$ cat config.mk
export PLATFORM = sky130hd
export DESIGN_NAME = huffman_symbol_fifo_flat
export DESIGN_NICKNAME = d
export VERILOG_FILES = /design/src/rtl/huffman_symbol_fifo_if.sv /design/src/rtl/huffman_symbol_fifo.sv /design/src/flat_wrapper.sv
export SDC_FILE = /design/constraint.sdc
export NUM_CORES = 1
export LEC_CHECK = 0
export CAP_MARGIN = 20
export CORE_ASPECT_RATIO = 0.6
export CORE_UTILIZATION = 50
export DETAILED_ROUTE_END_ITERATION = 10
export HOLD_SLACK_MARGIN = 0.03
export PLACE_DENSITY_LB_ADDON = 0.3
export SLEW_MARGIN = 5
export SYNTH_ARGS = -nofsm -noshare
export SYNTH_HDL_FRONTEND = slang
export SYNTH_SLANG_ARGS = --single-unit
$ cat constraint.sdc
create_clock -name clk -period 3.78 [get_ports clk]
set_input_delay 0.378 -clock clk [delete_from_list [all_inputs] [get_ports clk]]
set_output_delay 0.378 -clock clk [all_outputs]
set_load 0.005 [all_outputs]
$ cat src/rtl/huffman_symbol_fifo_if.sv
// Symbol stream bundle between the Huffman decoder, the symbol FIFO and its consumer.
// The slave modport is the FIFO's view. The master modport is the surrounding decoder/consumer view.
interface huffman_symbol_fifo_if #(
  parameter int SYM_W = 5
);
  logic [SYM_W-1:0] sym_in;
  logic             sym_valid;
  logic [SYM_W-1:0] m_symbol;
  logic             m_valid;
  logic             m_ready;

  modport master (
    output sym_in, sym_valid, m_ready,
    input  m_symbol, m_valid
  );

  modport slave (
    input  sym_in, sym_valid, m_ready,
    output m_symbol, m_valid
  );
endinterface

$ cat src/rtl/huffman_symbol_fifo.sv
// First-word fall-through elastic buffer for decoded Huffman symbols.
// It range-checks each symbol, flags drops and illegal values, and counts accepted symbols.
module huffman_symbol_fifo #(
  parameter int DEPTH   = 16,
  parameter int SYM_W   = 5,
  parameter int SYM_MIN = 1,
  parameter int SYM_MAX = 18,
  parameter int CNT_W   = 16
) (
  input  logic                     clk,
  input  logic                     rst,
  huffman_symbol_fifo_if.slave     bus,
  output logic                     full,
  output logic                     empty,
  output logic [$clog2(DEPTH):0]   level,
  output logic                     overflow,
  output logic                     range_err,
  output logic [CNT_W-1:0]         sym_count,
  input  logic                     clear_err
);
  localparam int AW = $clog2(DEPTH);
  localparam int LW = AW + 1;
  localparam logic [SYM_W-1:0] L_MIN   = SYM_W'(SYM_MIN);
  localparam logic [SYM_W-1:0] L_MAX   = SYM_W'(SYM_MAX);
  localparam logic [LW-1:0]    L_DEPTH = LW'(DEPTH);

  logic [SYM_W-1:0] r_mem [DEPTH];
  logic [AW-1:0]    r_wr_ptr, r_rd_ptr;
  logic [LW-1:0]    r_level;
  logic             r_overflow, r_range_err;
  logic [CNT_W-1:0] r_sym_count;

  logic w_in_range, w_legal, w_bad, w_pop, w_push, w_full, w_empty;

  always_comb begin
    w_full     = (r_level == L_DEPTH);
    w_empty    = (r_level == '0);
    w_in_range = (bus.sym_in >= L_MIN) && (bus.sym_in <= L_MAX);
    w_legal    = bus.sym_valid && w_in_range;
    w_bad      = bus.sym_valid && !w_in_range;
    w_pop      = !w_empty && bus.m_ready;
    // A pop in the same cycle frees the head slot, so a full buffer still accepts.
    w_push     = w_legal && (!w_full || w_pop);
  end

  always_ff @(posedge clk or negedge rst) begin
    if (!rst) begin
      r_wr_ptr    <= '0;
      r_rd_ptr    <= '0;
      r_level     <= '0;
      r_overflow  <= 1'b0;
      r_range_err <= 1'b0;
      r_sym_count <= '0;
    end else begin
      if (w_push) r_wr_ptr <= r_wr_ptr + AW'(1);
      if (w_pop)  r_rd_ptr <= r_rd_ptr + AW'(1);
      case ({w_push, w_pop})
        2'b10:   r_level <= r_level + LW'(1);
        2'b01:   r_level <= r_level - LW'(1);
        default: r_level <= r_level;
      endcase
      if (w_push && (r_sym_count != '1)) r_sym_count <= r_sym_count + CNT_W'(1);
      // A new event in the same cycle as clear_err keeps the flag set.
      r_overflow  <= (r_overflow && !clear_err) || (w_legal && w_full && !w_pop);
      r_range_err <= (r_range_err && !clear_err) || w_bad;
    end
  end

  always_ff @(posedge clk) begin
    if (w_push) r_mem[r_wr_ptr] <= bus.sym_in;
  end

  always_comb begin
    bus.m_valid  = !w_empty;
    bus.m_symbol = w_empty ? '0 : r_mem[r_rd_ptr];
    full         = w_full;
    empty        = w_empty;
    level        = r_level;
    overflow     = r_overflow;
    range_err    = r_range_err;
    sym_count    = r_sym_count;
  end

  a_sym_range: assert property (@(posedge clk) disable iff (!rst)
    bus.m_valid |-> ((bus.m_symbol >= L_MIN) && (bus.m_symbol <= L_MAX)));
  a_level_max: assert property (@(posedge clk) disable iff (!rst) r_level <= L_DEPTH);
  a_full_empty: assert property (@(posedge clk) disable iff (!rst) !(w_full && w_empty));
endmodule

$ cat src/flat_wrapper.sv
// flat-port wrapper written by rule: the top's interface ports become plain ports
module huffman_symbol_fifo_flat 
#(
  parameter int DEPTH   = 16,
  parameter int SYM_W   = 5,
  parameter int SYM_MIN = 1,
  parameter int SYM_MAX = 18,
  parameter int CNT_W   = 16
)
  (clk, rst, full, empty, level, overflow, range_err, sym_count, clear_err, bus_sym_in, bus_sym_valid, bus_m_ready, bus_m_symbol, bus_m_valid);
  huffman_symbol_fifo_if #(.SYM_W(SYM_W)) bus_i ();
  input  logic clk;
  input  logic rst;
  output logic full;
  output logic empty;
  output logic [$clog2(DEPTH):0] level;
  output logic overflow;
  output logic range_err;
  output logic [CNT_W-1:0] sym_count;
  input  logic clear_err;
  input wire logic [$bits(bus_i.sym_in)-1:0] bus_sym_in;
  input wire logic [$bits(bus_i.sym_valid)-1:0] bus_sym_valid;
  input wire logic [$bits(bus_i.m_ready)-1:0] bus_m_ready;
  output wire logic [$bits(bus_i.m_symbol)-1:0] bus_m_symbol;
  output wire logic [$bits(bus_i.m_valid)-1:0] bus_m_valid;
  assign bus_i.sym_in = bus_sym_in;
  assign bus_i.sym_valid = bus_sym_valid;
  assign bus_i.m_ready = bus_m_ready;
  assign bus_m_symbol = bus_i.m_symbol;
  assign bus_m_valid = bus_i.m_valid;
  huffman_symbol_fifo #(.DEPTH(DEPTH), .SYM_W(SYM_W), .SYM_MIN(SYM_MIN), .SYM_MAX(SYM_MAX), .CNT_W(CNT_W)) u_core (.clk(clk), .rst(rst), .bus(bus_i), .full(full), .empty(empty), .level(level), .overflow(overflow), .range_err(range_err), .sym_count(sym_count), .clear_err(clear_err));
endmodule
* Word-level counts from Yosys, hierarchy flattened
Memory sizes are Yosys's and may differ from the RTL's.
Cells that the tools add are included.
W data, S select, Z words.
** Storage, ports and cells
- Memories :: 1
- Word-level logic and storage cells :: 42
- Bits in writable memories :: 80
- Input port bits :: 10
- Output and inout bits :: 31
- Register bits :: 31
** Operators by class
- Add/subtract/negate cells :: 5
- Order comparisons :: 2
- Muxes and demuxes :: 4
- Reductions and logical operators :: 20
- Equal/unequal tests :: 4
** Memories
- u_core.r_mem :: depth 16, bits a word 5, read ports 1, clocked after memory_dff 0, wr ports 1, RTL line huffman_symbol_fifo.sv:27 : logic [SYM_W-1:0] r_mem [DEPTH];
** Operator list (count)
- $add A16 B1 Y16 const B :: 1
- $ne A16 B16 Y1 const B :: 1
- $logic_and A1 B1 Y1 :: 10
- $pmux W5 S2 :: 1
- $add A4 B1 Y4 const B :: 2
- $add A5 B1 Y5 const B :: 1
- $eq A5 B5 Y1 const B :: 1
- $ge A5 B1 Y1 const B :: 1
- $le A5 B5 Y1 const B :: 1
- $logic_not A1 Y1 :: 5
- $logic_not A5 Y1 :: 1
- $mux W5 :: 1
- $sub A5 B1 Y5 const B :: 1
- $logic_or A1 B1 Y1 :: 3
- $eq A2 B1 Y1 const B :: 1
- $eq A2 B2 Y1 const B :: 1
- $mux W1 :: 2
- $reduce_bool A2 Y1 :: 1

* Depth between registers and ports, before layout
Gate-level depths: netlist of the first run.
- Depth in word-level cells :: 7
- Gate-level depth with buffers :: 8

* Worst setup path after synthesis of the first run
Ideal clock, no wire load.
- Path type :: input port to flip-flop
- Start :: in bus_sym_in[0]
- End :: mem u_core.r_mem[2][0], enable pin
- Arrival :: 1.976 ns
- Path slack :: 1.421 ns
- Required time :: 3.397 ns
- Cell stages on the path :: 4
- Setup time :: 0.383 ns
- Path buffers :: 0
- Path through :: a211o_1 > a221oi_4 > nand2_1 > nor4b_1
** On the way
- Word-level cells in the longest chain between the ends :: 6
- Elaborated cells on any way between the ends :: 7
- Those cells by class :: order compare: 2; mux: 2; reduce/logical: 3
** RTL lines
- start, declared :: RTL line flat_wrapper.sv:21 : input wire logic [$bits(bus_i.sym_in)-1:0] bus_sym_in;
- $ge A5 B1 Y1 / $le A5 B5 Y1 (equally long branches) :: RTL line huffman_symbol_fifo.sv:38 : w_in_range = (bus.sym_in >= L_MIN) && (bus.sym_in <= L_MAX);
- $logic_and A1 B1 Y1 * :: RTL line huffman_symbol_fifo.sv:38
- $logic_and A1 B1 Y1 * :: RTL line huffman_symbol_fifo.sv:39 : w_legal = bus.sym_valid && w_in_range;
- $logic_and A1 B1 Y1 * :: RTL line huffman_symbol_fifo.sv:43 : w_push = w_legal && (!w_full || w_pop);
- $mux W1 * :: RTL line huffman_symbol_fifo.sv:70 : if (w_push) r_mem[r_wr_ptr] <= bus.sym_in;
- $mux W1 (implied by the code) * :: RTL line huffman_symbol_fifo.sv:70
- end, declared :: RTL line huffman_symbol_fifo.sv:27
Mark *: on every way between the ends. The rest lies on a longest branch, timed or not.

* Final worst setup path of the first run
- Start :: reg u_core.r_rd_ptr[0]
- End :: out bus_m_symbol[1]
** On the way
- Word-level cells in the longest chain between the ends :: 2
** RTL lines
- start, declared :: RTL line huffman_symbol_fifo.sv:28 : logic [AW-1:0] r_wr_ptr, r_rd_ptr;
- start signal, assigned :: RTL line huffman_symbol_fifo.sv:56 : if (w_pop) r_rd_ptr <= r_rd_ptr + AW'(1);
- $mem_v2 Z16 W5
- $mux W5 :: RTL line huffman_symbol_fifo.sv:75 : bus.m_symbol = w_empty ? '0 : r_mem[r_rd_ptr];
- end, declared :: RTL line flat_wrapper.sv:24 : output wire logic [$bits(bus_i.m_symbol)-1:0] bus_m_symbol;
No other way between the ends.

==> results_tabular.tex, run 1 <==
\begin{tabular}{lr}
\hline
Metric & Value \\
\hline
\multicolumn{2}{l}{\textbf{Run status}} \\
\quad Outcome & completed \\
\multicolumn{2}{l}{\textbf{Yosys}} \\
\quad Dominant register cell in the synthesized netlist & sky130\_fd\_sc\_hd\_\_edfxtp\_1 \\
\quad Syn\_nets & 301 \\
\quad Number of enable flip-flop cells after synthesis & 80 \\
\quad Synthesized netlist cell count & 283 \\
\quad Netlist cell types & 38 \\
\quad Number of storage elements in the synthesis netlist & 111 \\
\quad Simple-gate area share of the yosys netlist & 0.0940 \\
\quad Compound-Gate Fraction of Synth Area & 0.0284 \\
\quad Area share of the largest cell type after synthesis & 0.504 \\
\quad Cell Area, Synth & 0.00477 mm\^{}2 \\
\quad XOR/XNOR Fraction of Synth Area & 0.0459 \\
\quad Multiplexer share of the synthesized area & 0.123 \\
\quad Post-synthesis average cell area & 16.8 um\^{}2 \\
\quad Count of synthesis-stage warnings from yosys & 0 \\
\quad Adder-cell area share of the yosys netlist & 0.0226 \\
\quad Share of synthesized flip-flops with an asynchronous set or reset & 0.279 \\
\quad Sequential cell area fraction in the yosys report & 0.667 \\
\quad Largest cells by area after synthesis & sky130\_fd\_sc\_hd\_\_edfxtp\_1 (50\%), sky130\_fd\_sc\_hd\_\_dfrtp\_1 (16\%), sky130\_fd\_sc\_hd\_\_mux4\_2 (12\%), sky130\_fd\_sc\_hd\_\_xnor2\_1 (3.7\%), sky130\_fd\_sc\_hd\_\_ha\_1 (1.8\%) \\
\quad Main combinational cell family by area after synthesis & multiplexers \\
\quad Largest area contributor in the netlist & sky130\_fd\_sc\_hd\_\_edfxtp\_1 \\
\multicolumn{2}{l}{\textbf{Drt}} \\
\quad Post-route antenna net violation count & 0 \\
\quad Post-route DRC & 0 \\
\quad Number of vias in the routed layout & 2711 \\
\quad Iteration count of the initial detailed-routing pass & 5 \\
\quad Initial DRC count & 271 \\
\quad Final wirelength & 9.99 mm \\
\quad Routed len/inst & 21.0 um \\
\quad Via-per-instance ratio & 5.70 \\
\multicolumn{2}{l}{\textbf{Worst setup path}} \\
\quad Critical-path cell list & buf\_4 > mux4\_2 > mux4\_2 > nor2b\_1 > clkdlybuf4s50\_1 \\
\quad Kind of start point of the critical path & register \\
\quad Critical path fanouts, max & 23 \\
\quad Crit-path most repeated cell & sky130\_fd\_sc\_hd\_\_mux4\_2 \\
\quad Slowest Stage Delay on Critical Path & 0.60 ns \\
\quad Depth of the most critical reg-to-reg path & 8 \\
\quad Worst reg2reg path endpoint & u\_core.level[2]\$\_DFFE\_PN0P\_ \\
\quad Source of the worst register-to-register timing path & u\_core.level[1]\$\_DFFE\_PN0P\_ \\
\quad Data arrival time of the critical path & 2.78 ns \\
\quad Source of the critical timing path & u\_core.r\_rd\_ptr[0]\$\_DFFE\_PN0P\_ \\
\quad Type of the worst setup path & reg -> out \\
\quad R2R Setup Slk & 1.35 ns \\
\quad Worst Setup End Kind & primary output \\
\quad Timing endpoint of the critical path & bus\_m\_symbol[1] \\
\quad Slowest CP cell & sky130\_fd\_sc\_hd\_\_mux4\_2 \\
\quad Data required time of the critical path & 3.40 ns \\
\multicolumn{2}{l}{\textbf{Hold path}} \\
\quad Min-Delay Path Class & reg -> reg \\
\quad Origin of the worst min-delay path & u\_core.sym\_count[6]\$\_DFFE\_PN0P\_ \\
\multicolumn{2}{l}{\textbf{Pwr}} \\
\quad Power share of the sequential group & 0.433 \\
\quad Switching part of the total power & 0.299 \\
\quad PD cells & 671 mW/mm\^{}2 \\
\quad VDD IR-drop max & 0.415 mV \\
\quad Total net switching power & 1.14 mW \\
\quad Static Leakage & 2.04 nW \\
\quad Relative contribution of combinational cells to total power & 0.318 \\
\quad Total internal power & 2.68 mW \\
\quad Share of power burned in the clock network & 0.250 \\
\multicolumn{2}{l}{\textbf{Floorplan}} \\
\quad Core area & 0.00922 mm\^{}2 \\
\quad DIE WIDTH & 128 um \\
\quad Number of placement rows & 27 \\
\quad Starting Density & 0.517 \\
\quad Full die area & 0.00994 mm\^{}2 \\
\quad I/O pin cnt & 41 \\
\quad Die Ht & 77.6 um \\
\multicolumn{2}{l}{\textbf{STA}} \\
\quad Relative max-transition margin & 0.392 \\
\quad Number of pins with negative max-slew slack in the final report & 0 \\
\quad Final hold violation count & 0 \\
\quad Worst Tran Pin Value & 0.909 ns \\
\quad Unrepaired setup endpoints after global routing & false \\
\quad Maximum achievable frequency & 0.316 GHz \\
\quad Final worst path period share & 0.836 \\
\quad Final setup slack of the worst path & 0.620 ns \\
\quad Fin Clk Skew & 0.00845 ns \\
\quad Setup tns final & 0 ns \\
\quad Post-layout minimum cycle time & 3.16 ns \\
\quad Final setup fails & 0 \\
\multicolumn{2}{l}{\textbf{Clock network}} \\
\quad Cells resized by post-CTS repair & 0 \\
\quad Clk root buf & sky130\_fd\_sc\_hd\_\_clkbuf\_16 \\
\quad TritonCTS sink count & 111 \\
\quad Setup Fix Bufs, Post-CTS & 0 \\
\quad H-Tree Depth & 3 \\
\quad Number of buffers created by CTS & 9 \\
\quad Clock tree from TritonCTS & done \\
\quad Hold buffer count at cts & 0 \\
\quad Clock transition at the register clock pins on the worst setup and hold paths after CTS & 0.07 ns \\
\quad Clock insertion delay at the later pin of the skew report & 0.35 ns \\
\quad Max clock buf depth & 2 \\
\multicolumn{2}{l}{\textbf{Job}} \\
\quad Count of maximum capacitance violations & 0 \\
\multicolumn{2}{l}{\textbf{Placed design}} \\
\quad Port bufs & 40 \\
\quad DP Wirelength & 6.96 mm \\
\quad Cell area after placement & 0.00540 mm\^{}2 \\
\quad GP Congestion & 0.807 \\
\quad Worst setup timing slack at the placement stage & 0.452 ns \\
\multicolumn{2}{l}{\textbf{Final layout}} \\
\quad Share of final-layout standard cells stronger than drive strength 1 & 0.188 \\
\quad Top library cells by usage in the layout, fill and taps aside & sky130\_fd\_sc\_hd\_\_edfxtp\_1 (80), sky130\_fd\_sc\_hd\_\_clkdlybuf4s50\_1 (40), sky130\_fd\_sc\_hd\_\_dfrtp\_1 (31) \\
\quad Net total in the final layout & 359 \\
\quad Filler instances & 681 \\
\quad Leading cell type in the layout, fill and taps excluded & sky130\_fd\_sc\_hd\_\_edfxtp\_1 \\
\quad Antenna cell count & 0 \\
\quad Area Growth Syn to Fin & 19.7\% \\
\quad Final Cell Area & 0.00571 mm\^{}2 \\
\multicolumn{2}{l}{\textbf{GRT}} \\
\quad Pin count of the biggest net entering global routing & 24 \\
\quad Via count of the first global-routing pass & 2640 \\
\quad Grt ovf & 0 \\
\quad Global-route wire length before repair & 15.7 mm \\
\quad Antenna violations before repair & 0 \\
\quad GRT Util Overall & 0.224 \\
\hline
\end{tabular}
## worst min path at each step
stage / cells past startpoint / to
global placement: 1 / u_core.sym_count[6]$_DFFE_PN0P_
CTS: 1 / u_core.sym_count[14]$_DFFE_PN0P_
finish: 1 / u_core.sym_count[6]$_DFFE_PN0P_
floorplan: 0 / u_core.level[0]$_DFFE_PN0P_
detailed placement: 1 / u_core.sym_count[14]$_DFFE_PN0P_
global route: 1 / u_core.sym_count[14]$_DFFE_PN0P_
## synth_stat cells, types with 5 or more instances
cell type	n
sky130_fd_sc_hd__and3_1	10
sky130_fd_sc_hd__nor2b_1	5
sky130_fd_sc_hd__nand2_1	14
sky130_fd_sc_hd__mux4_2	25
sky130_fd_sc_hd__nor2_1	10
sky130_fd_sc_hd__edfxtp_1	80
sky130_fd_sc_hd__xor2_1	5
sky130_fd_sc_hd__nand4_1	11
sky130_fd_sc_hd__xnor2_1	20
sky130_fd_sc_hd__ha_1	7
sky130_fd_sc_hd__and4_1	6
sky130_fd_sc_hd__inv_1	11
sky130_fd_sc_hd__dfrtp_1	31
## kinds of logic after synthesis
kind of cell / Yosys count
fa+ha+maj: 8
simple gates: 76
buf+inv: 21
mux: 27
flops: 111
xor+xnor: 25
compound gates: 15
## routing by layer
metal | global-route usage | wire (um)
met2 | 0.284 | 4170
met3 | 0.0731 | 947
met1 | 0.367 | 4840
met5 | 0 | 0
met4 | 0.0494 | 25
## layout make-up
type	instances	area, um^2	share of cell area
multi-input cells	151	1490	0.262
repair buffers	57	528	0.0925
flip-flops and latches	111	3180	0.557
clock inverters	7	76.3	0.0134
inverters	11	41.3	0.00724
clock buffers	9	225	0.0395
well taps	130	163	0.0285
## stage by stage
step	utilization	cells	power (mW)	hold WS, ns
after floorplan	-	283	2.39	0.0824
after global placement	0.586	460	2.88	0.477
after detailed placement	0.586	460	2.91	0.483
after CTS	0.619	476	3.87	0.496
after global routing	0.619	476	4.02	0.515
final	0.619	476	3.83	0.492
## sequential cells by signal (all words and copies together), names as in the netlist
| name | count |
|---|---|
| u_core.r_rd_ptr | 4 |
| u_core.r_mem | 80 |
| u_core.range_err | 1 |
| u_core.sym_count | 16 |
| u_core.overflow | 1 |
| u_core.level | 5 |
| u_core.r_wr_ptr | 4 |
## worst max-delay path, delay by kind of cell (launching register included)
family        cells  cell delay (ns)
mux               2             1.11
simple gates      1             0.14
flops             1             0.33
buf+inv           2             0.84
## power by group through the flow
| stage | logic, mW | registers (mW) | clock network, mW |
|---|---|---|---|
| final | 1.22 | 1.66 | 0.955 |
| after floorplan | 0.786 | 1.61 | 0 |
| after global routing | 1.32 | 1.68 | 1.02 |
| after CTS | 1.24 | 1.65 | 0.974 |
| after global placement | 1.20 | 1.68 | 0 |
| after detailed placement | 1.23 | 1.68 | 0 |
No activity file was read; power rests on OpenSTA's default activity.
==> run 2: changes to the inputs <==
Clock period 3.78 ns to 2.85 ns, I/O delays scaled along.
==> results_tabular.tex, run 2 (same netlist as run 1, synthesis figures left out) <==
\begin{tabular}{lr}
\hline
Metric & Value \\
\hline
\multicolumn{2}{l}{\textbf{Run status}} \\
\quad Outcome & completed \\
\multicolumn{2}{l}{\textbf{Clock network}} \\
\quad H-Tree Depth & 3 \\
\quad Max clock buf depth & 2 \\
\quad Number of buffers created by CTS & 9 \\
\quad Clock transition at the register clock pins on the worst setup and hold paths after CTS & 0.07 ns \\
\quad Setup Fix Bufs, Post-CTS & 0 \\
\quad Hold buffer count at cts & 0 \\
\quad TritonCTS sink count & 111 \\
\quad Clk root buf & sky130\_fd\_sc\_hd\_\_clkbuf\_16 \\
\quad Clock tree from TritonCTS & done \\
\quad Clock insertion delay at the later pin of the skew report & 0.35 ns \\
\multicolumn{2}{l}{\textbf{Final layout}} \\
\quad Antenna cell count & 0 \\
\quad Leading cell type in the layout, fill and taps excluded & sky130\_fd\_sc\_hd\_\_edfxtp\_1 \\
\quad Top register by number of flip-flops & u\_core.r\_mem \\
\quad Share of final-layout standard cells stronger than drive strength 1 & 0.190 \\
\quad Area Growth Syn to Fin & 20.0\% \\
\quad Number of flip-flops under the largest register name & 80 \\
\quad Net total in the final layout & 360 \\
\quad Top library cells by usage in the layout, fill and taps aside & sky130\_fd\_sc\_hd\_\_edfxtp\_1 (80), sky130\_fd\_sc\_hd\_\_clkdlybuf4s50\_1 (35), sky130\_fd\_sc\_hd\_\_dfrtp\_1 (31) \\
\multicolumn{2}{l}{\textbf{Drt}} \\
\quad Post-route antenna net violation count & 0 \\
\quad Iteration count of the initial detailed-routing pass & 4 \\
\quad Final wirelength & 9.63 mm \\
\quad Routed len/inst & 20.2 um \\
\quad Initial DRC count & 229 \\
\quad Number of vias in the routed layout & 2697 \\
\quad Via-per-instance ratio & 5.65 \\
\quad Post-route DRC & 0 \\
\multicolumn{2}{l}{\textbf{GRT}} \\
\quad Antenna violations before repair & 0 \\
\quad Via count of the first global-routing pass & 2674 \\
\quad Grt ovf & 0 \\
\quad Global-route wire length before repair & 15.3 mm \\
\quad Pin count of the biggest net entering global routing & 32 \\
\quad GRT Util Overall & 0.218 \\
\multicolumn{2}{l}{\textbf{STA}} \\
\quad Final setup fails & 0 \\
\quad Final hold violation count & 0 \\
\quad Maximum achievable frequency & 0.367 GHz \\
\quad Number of pins with negative max-slew slack in the final report & 0 \\
\quad Worst hold slack after final layout & 0.323 ns \\
\quad Worst Tran Pin Value & 0.596 ns \\
\quad Setup tns final & 0 ns \\
\quad Post-layout minimum cycle time & 2.73 ns \\
\quad Unrepaired setup endpoints after global routing & false \\
\quad Final worst path period share & 0.956 \\
\quad Relative max-transition margin & 0.603 \\
\quad Fin Clk Skew & 0.00949 ns \\
\multicolumn{2}{l}{\textbf{Worst setup path}} \\
\quad Data required time of the critical path & 2.57 ns \\
\quad Critical-path cell list & buf\_12 > mux4\_2 > mux4\_2 > nor2b\_1 > dlygate4sd2\_1 \\
\quad R2R Setup Slk & 0.46 ns \\
\quad Depth of the most critical reg-to-reg path & 8 \\
\quad Slowest Stage Delay on Critical Path & 0.58 ns \\
\quad Critical path fanouts, max & 23 \\
\quad Type of the worst setup path & reg -> out \\
\quad Source of the worst register-to-register timing path & u\_core.level[0]\$\_DFFE\_PN0P\_ \\
\quad Slowest CP cell & sky130\_fd\_sc\_hd\_\_mux4\_2 \\
\quad Worst Setup End Kind & primary output \\
\quad Crit-path most repeated cell & sky130\_fd\_sc\_hd\_\_mux4\_2 \\
\quad Data arrival time of the critical path & 2.44 ns \\
\quad Buf+Inv Stages, Crit Path & 2 \\
\quad Kind of start point of the critical path & register \\
\quad Cell family contributing the most delay on the critical path & multiplexers \\
\quad Worst reg2reg path endpoint & u\_core.level[3]\$\_DFFE\_PN0P\_ \\
\multicolumn{2}{l}{\textbf{Floorplan}} \\
\quad Die Ht & 77.6 um \\
\quad DIE WIDTH & 128 um \\
\quad Number of placement rows & 27 \\
\quad Starting Density & 0.517 \\
\quad I/O pin cnt & 41 \\
\quad Core area & 0.00922 mm\^{}2 \\
\quad Full die area & 0.00994 mm\^{}2 \\
\multicolumn{2}{l}{\textbf{Placed design}} \\
\quad DP Wirelength & 6.78 mm \\
\quad Port bufs & 40 \\
\quad GP Congestion & 0.824 \\
\multicolumn{2}{l}{\textbf{Pwr}} \\
\quad VDD IR-drop max & 0.592 mV \\
\quad Static Leakage & 2.05 nW \\
\quad PD cells & 881 mW/mm\^{}2 \\
\multicolumn{2}{l}{\textbf{Job}} \\
\quad Count of maximum capacitance violations & 0 \\
\multicolumn{2}{l}{\textbf{Hold path}} \\
\quad Min-Delay Path Class & in -> async \\
\hline
\end{tabular}
-- run 2: changes by cell type in the layout (fill, tap and decap cells not counted) --
cell,delta
sky130_fd_sc_hd__nor2_1,-1
sky130_fd_sc_hd__inv_4,-1
sky130_fd_sc_hd__clkinv_4,+1
sky130_fd_sc_hd__inv_6,-2
sky130_fd_sc_hd__nor2_2,+1
sky130_fd_sc_hd__clkinvlp_4,+1
sky130_fd_sc_hd__dlygate4sd2_1,+5
sky130_fd_sc_hd__clkdlybuf4s50_1,-5
sky130_fd_sc_hd__clkinv_1,+1
sky130_fd_sc_hd__buf_12,+1
-- run 2: through the flow --
| stage | instance area (um^2) | worst slack [ns] | std cells | utilization | power [mW] |
|---|---|---|---|---|---|
| 2_1_floorplan | 4770 | 0.584 | 283 | - | 3.17 |
| 3_3_place_gp | 5420 | 0.125 | 461 | 0.588 | 3.85 |
| 4_1_cts | 5720 | 0.0784 | 477 | 0.620 | 5.08 |
| 5_1_grt | 5720 | 0.0289 | 477 | 0.620 | 5.30 |
| 3_5_place_dp | 5420 | 0.0572 | 461 | 0.588 | 3.89 |
| 6_report | 5720 | 0.124 | 477 | 0.620 | 5.04 |
-- run 2: where the power goes --
part	switching [mW]	leakage, nW	internal (mW)	total [mW]
registers	0.270	1.11	1.94	2.21
logic	0.690	0.791	0.896	1.59
clock network	0.559	0.143	0.683	1.24
-- run 2: metal layers --
metal / routed length, um / global-route usage
met2: 4010 / 0.293
met4: 120 / 0.0706
met1: 4710 / 0.342
met3: 798 / 0.0586
met5: 0 / 0
-- run 2: repair_timing --
item	in CTS	in global routing
resized for setup	5	1
gates cloned	0	0
endpoints found under the setup margin	5	1
pin swaps	0	0
-- run 2: worst max path at each step --
stage / endpoint / from / depth (start not counted) / slack [ns]
floorplan: u_core.r_mem[2][0]$_DFFE_PP_ / bus_sym_in[0] / 4 / 0.58
global placement: u_core.level[2]$_DFFE_PN0P_ / bus_sym_in[1] / 9 / 0.13
detailed placement: u_core.level[2]$_DFFE_PN0P_ / bus_sym_in[1] / 9 / 0.06
CTS: empty / u_core.level[0]$_DFFE_PN0P_ / 3 / 0.08
global route: bus_m_symbol[1] / u_core.r_rd_ptr[0]$_DFFE_PN0P_ / 5 / 0.03
finish: bus_m_symbol[0] / u_core.r_rd_ptr[0]$_DFFE_PN0P_ / 5 / 0.12
-- run 2: final cells by class --
| class | count | area (um^2) |
|---|---|---|
| fill | 686 | 3500 |
| clock buffer | 9 | 225 |
| multi-input combinational | 151 | 1500 |
| clock inverter | 7 | 72.6 |
| tap | 130 | 163 |
| timing repair buffer | 58 | 542 |
| inverter | 11 | 41.3 |
| sequential | 111 | 3180 |
